### src/rtl/branch_cmp_iter.sv
// Multi-cycle branch comparator, CHUNK bits per cycle, MSB chunk first.
// Optional macro CMP_EARLY_EXIT_EN: finish as soon as the first chunk differs.
module branch_cmp_iter #(
  parameter int WIDTH = 32,
  parameter int CHUNK = 8
) (
  input  logic             clk,
  input  logic             rst,
  input  logic             req_valid,
  output logic             req_ready,
  input  logic [2:0]       cmpop,
  input  logic [WIDTH-1:0] rs1,
  input  logic [WIDTH-1:0] rs2,
  output logic             resp_valid,
  input  logic             resp_ready,
  output logic             br_en,
  output logic             illegal_op
);

  localparam int NCHUNK = WIDTH / CHUNK;
  localparam int CW = (NCHUNK > 1) ? $clog2(NCHUNK) : 1;

  if (WIDTH % CHUNK != 0) begin : g_bad_chunk
    $error("branch_cmp_iter: WIDTH must be a multiple of CHUNK");
  end

  typedef enum logic [1:0] {
    IDLE = 2'd0,
    BUSY = 2'd1,
    DONE = 2'd2
  } state_t;

  state_t           state_q, state_d;
  logic [WIDTH-1:0] a_q, a_d;
  logic [WIDTH-1:0] b_q, b_d;
  logic [2:0]       op_q, op_d;
  logic             eq_q, eq_d;
  logic             lt_q, lt_d;
  logic [CW-1:0]    cnt_q, cnt_d;
  logic             br_q, br_d;
  logic             ill_q, ill_d;

  logic [CHUNK-1:0] a_c, b_c;
  logic [WIDTH-1:0] flip;
  logic             eq_n, lt_n;
  logic             last;

  assign a_c  = a_q[WIDTH-1 -: CHUNK];
  assign b_c  = b_q[WIDTH-1 -: CHUNK];
  assign eq_n = eq_q & (a_c == b_c);
  assign lt_n = lt_q | (eq_q & (a_c < b_c));
  // Flipping the sign bit of both operands turns signed order into unsigned.
  assign flip = {(cmpop[2:1] == 2'b10), {(WIDTH-1){1'b0}}};

  function automatic logic result(input logic [2:0] op,
                                  input logic eq, input logic lt);
    logic r;
    r = 1'b0;
    unique case (1'b1)
      (op[2:1] == 2'b00): r = op[0] ? !eq : eq;
      (op[2]):            r = op[0] ? !lt : lt;
      default:            r = 1'b0;
    endcase
    return r;
  endfunction

  always_comb begin
    state_d = state_q;
    a_d     = a_q;
    b_d     = b_q;
    op_d    = op_q;
    eq_d    = eq_q;
    lt_d    = lt_q;
    cnt_d   = cnt_q;
    br_d    = br_q;
    ill_d   = ill_q;
    last    = 1'b0;
    case (state_q)
      IDLE: begin
        if (req_valid) begin
          op_d  = cmpop;
          a_d   = rs1 ^ flip;
          b_d   = rs2 ^ flip;
          eq_d  = 1'b1;
          lt_d  = 1'b0;
          cnt_d = CW'(NCHUNK - 1);
          if (cmpop[2:1] == 2'b01) begin
            state_d = DONE;
            ill_d   = 1'b1;
            br_d    = 1'b0;
          end else begin
            state_d = BUSY;
            ill_d   = 1'b0;
          end
        end
      end
      BUSY: begin
        eq_d = eq_n;
        lt_d = lt_n;
        a_d  = a_q << CHUNK;
        b_d  = b_q << CHUNK;
        last = (cnt_q == '0);
`ifdef CMP_EARLY_EXIT_EN
        if (eq_q && !eq_n) last = 1'b1;
`endif
        if (last) begin
          state_d = DONE;
          br_d    = result(op_q, eq_n, lt_n);
        end else begin
          cnt_d = cnt_q - 1'b1;
        end
      end
      DONE: begin
        if (resp_ready) state_d = IDLE;
      end
      default: state_d = IDLE;
    endcase
  end

  always_ff @(posedge clk) begin
    if (rst) begin
      state_q <= IDLE;
      a_q     <= '0;
      b_q     <= '0;
      op_q    <= '0;
      eq_q    <= 1'b0;
      lt_q    <= 1'b0;
      cnt_q   <= '0;
      br_q    <= 1'b0;
      ill_q   <= 1'b0;
    end else begin
      state_q <= state_d;
      a_q     <= a_d;
      b_q     <= b_d;
      op_q    <= op_d;
      eq_q    <= eq_d;
      lt_q    <= lt_d;
      cnt_q   <= cnt_d;
      br_q    <= br_d;
      ill_q   <= ill_d;
    end
  end

  assign req_ready  = (state_q == IDLE);
  assign resp_valid = (state_q == DONE);
  assign br_en      = br_q;
  assign illegal_op = ill_q;

endmodule

### config.mk
export PLATFORM = sky130hd
export DESIGN_NAME = branch_cmp_iter
export DESIGN_NICKNAME = d
export VERILOG_FILES = /design/src/rtl/branch_cmp_iter.sv
export SDC_FILE = /design/constraint.sdc
export NUM_CORES = 1
export LEC_CHECK = 0
export ABC_AREA = 1
export CAP_MARGIN = 30
export CORE_ASPECT_RATIO = 1.4
export CORE_MARGIN = 2
export CORE_UTILIZATION = 45
export DETAILED_ROUTE_END_ITERATION = 10
export DONT_BUFFER_PORTS = 1
export GPL_TIMING_DRIVEN = 0
export HOLD_SLACK_MARGIN = 0.03
export SETUP_SLACK_MARGIN = 0.15
export SYNTH_ARGS = -nofsm -noshare
export SYNTH_HDL_FRONTEND = slang
export SYNTH_SLANG_ARGS = --single-unit
### constraint.sdc
create_clock -name clk -period 1.63 [get_ports clk]
set_clock_uncertainty 0.1 [all_clocks]
set_input_delay 0.326 -clock clk [delete_from_list [all_inputs] [get_ports clk]]
set_output_delay 0.326 -clock clk [all_outputs]
set_load 0.005 [all_outputs]
==> impl_results.md <==
* Status: finished, violations left
* Failing checks: setup timing
* Vias per cell at between 5 and 6
* Fin nets at 552
* Area of the mapped netlist at 3239 sq um
* Die W at approximately 76 um
* Synthesized area per cell at a little under 8 sq um
* Root Buffer: clkbuf_8
* Routed met2 length at 4.651 mm
* Setup crit start kind: register
* Xor and xnor area share after synthesis at 0.005407
* Largest area contributor in the netlist: dfxtp_1
* Slew margin rel. at 0.6082
* Detail Route met3 WL at 385 um
* DRC Markers at 0
* CP required at between 1.5 and 2 ns
* Core Area at 6982 sq um
* CP arrival at 1.82 ns
* Initial antenna violation count at 0
* Initial cell density of the core at 0.4640
* CP endpoint kind: register
* Placed insts at slightly above 500
* Placed instance area at approximately 3400 sq um
* # diodes at 0
* #FFs+latches synth at 75
* Max Clk Rate at 611.5 MHz
* Util after Layout at 0.6353
* Simple-gate area share of the yosys netlist at 0.1866
* H-tree depth at 3
* Worst Max-Slew Pin Slew at slightly below 0.6 ns
* Worst IR drop on VDD at 685.0 uV
* Largest net degree at the start of global routing at 12
* Gr usage total at 0.2188
* Worst setup path class: reg -> reg
* Max Cap Viol at 0
* Clock Latency Late Sink at roughly 0.35 ns
* Hold Path Class: in -> reg
* P_leak at 1.662 nW
* # rows at 36
* CP Max Fanout at 2
* Setup-failing EPs final at 1
* Pre-CTS WS at -0.09889 ns
* GRT Residual Overflow at 0
* Initial DRC Count at 84
* Non-filler cells, final at 572
* Clock-pin transition on the worst setup and hold timing paths at 0.08 ns
* Post-synthesis cell type count at 27
* Slew Limit Fails at 0
* Final worst-path cycle share at 1.003
* Post-Synth Adder-Cell Area at 0.03476
* I/O pin count at 75
* CTS tree: done
* Mux contribution to synthesized area at 0
* Via Count at 2951
* Maximum root-to-sink buffer count at 2
* RSZ-0062 raised after global routing: true
* Die H at 104.4 um
* Met1 WL at 3.550 mm
* Register area share after synthesis at 0.4635
* Final wirelength at 8.714 mm
* WL/cell at around 15 um
* Largest family of logic cells by synthesized area: compound AO/OA/AOI/OAI gates
* Synth top area cells: dfxtp_1, nand2_1, a21oi_1
* Pre-antenna DRT Iters at 4
* Vias in the first global route at approximately 2800
* IO Port Bufs at 0
* Mapped Cells at approximately 420
* Final setup TNS at -0.005243 ns
* Final Hold Viols at 0
* First-pass GRT wire length at between 10 and 15 mm
* Tot Pwr at between 4 and 5 mW
* Highest metal used: met4
* Layout cells sized above 1 at 0.2704
* Num CTS Buffers at 9
* Layout area overhead at 36.93%
* Power density over the cells at roughly 1100 nW/um^2
* Final worst slack at -0.005243 ns
* Routed Antenna Nets at 0
* Fin Hold WS at 0.04309 ns
* Hpwl dp at 5.841 mm
* Synth warn at 0
* Clock sink count at 75
* Post-Synthesis Net Count at 498
* RD Place Congestion at 0.7746
* Synth top area share at 0.4635
* Final min period at 1.635 ns
* Die Footprint at 7903 sq um
* Design Area, Final at 4436 sq um
* Compound-cell area share of the yosys netlist at 0.2051
-- synth_stat cells --
master     count
a221oi_1       1
a31oi_1       25
o31ai_1        1
nor3_1         1
nor2_1        12
a21oi_1       50
a22oi_1        1
clkbuf_1      10
o2111ai_1      1
buf_2          7
dfxtp_1       75
nand2_1      128
xnor2_1        2
nor2_4         3
inv_2          5
o21ai_0        3
nand2_2        1
buf_6          4
o21ai_1        2
nor2_2         1
o221ai_1      22
o21a_1         1
nand3_1        4
buf_4          6
nand3b_1       1
ha_1           9
inv_1         42
-- area by class of cell --
type,count,area (sq um)
Sequential cell,75,1515
Inverter,47,181.4
Tap cell,95,118.9
Timing Repair Buffer,43,469.2
Clock buffer,14,162.7
Clock inverter,2,10.01
Multi-Input combinational cell,269,1743
Buffer,27,235.2
Fill cell,628,2546
-- logic make-up after synthesis --
group / after synthesis
simple gates: 151
compound gates: 107
flops: 75
buf+inv: 74
fa+ha+maj: 9
xor+xnor: 2
-- final timing paths --
kind / end / depth (start not counted) / slack (ns) / from
min: b_q[23]$_SDFFE_PP0P_ / 2 / 0.04 / rs2[23]
max: br_en$_SDFFE_PP0P_ / 10 / -0.005 / b_q[25]$_SDFFE_PP0P_
min reg2reg: a_q[21]$_SDFFE_PP0P_ / 2 / 0.36 / a_q[21]$_SDFFE_PP0P_
max reg2reg: br_en$_SDFFE_PP0P_ / 10 / -0.005 / b_q[25]$_SDFFE_PP0P_
-- cell usage in the layout (no fill, tap or decap), drive strengths merged --
cell,instances
nor3,1
o21ai,5
nand3b,1
o221ai,22
clkinv,2
o31ai,1
a21oi,50
nand2,129
dlygate4sd3,29
o2111ai,1
clkbuf,28
nor2,16
xnor2,2
buf,27
a31oi,25
ha,9
dfxtp,75
nand3,4
a221oi,1
inv,47
o21a,1
a22oi,1
-- flip-flops by register name (all words and copies together) (netlist names) --
register	cells
a_q	32
b_q	32
op_q	3
cnt_q	2
state_q	2
br_en	1
eq_q	1
illegal_op	1
lt_q	1
-- power by group --
part	leakage, nW	switching [mW]	internal (mW)
clock	0.0905	0.669	0.634
sequential	0.622	0.131	2.03
combinational	0.949	0.666	0.606
total	1.66	1.47	3.27
-- critical path, stage by stage (launching register included) --
cell     delay, ns
dfxtp_2       0.34
inv_2         0.04
ha_4          0.26
nand3_2       0.09
nor2_4        0.12
nand2_2       0.08
a21oi_2       0.12
nand2_1       0.07
a21oi_2       0.13
nand2_1       0.07
a21oi_1       0.14
-- what timing repair did --
item / CTS / global route
resized for setup: 40 / 72
hold buffers: 26 / 3
endpoints found under the hold margin: 26 / 3
setup endpoints to repair: 11 / 43
buffers inserted: 4 / 6
pin swaps: 16 / 20
gates cloned: 0 / 4
-- per-layer routing --
| metal | GRT usage | vias to the layer above |
|---|---|---|
| li1 | - | 1506 |
| met1 | 0.2450 | 1369 |
| met2 | 0.3863 | 64 |
| met3 | 0.05814 | 12 |
| met4 | 0.07143 | 0 |
| met5 | 0 | - |
Note: power is estimated with default switching activity, not from simulation.
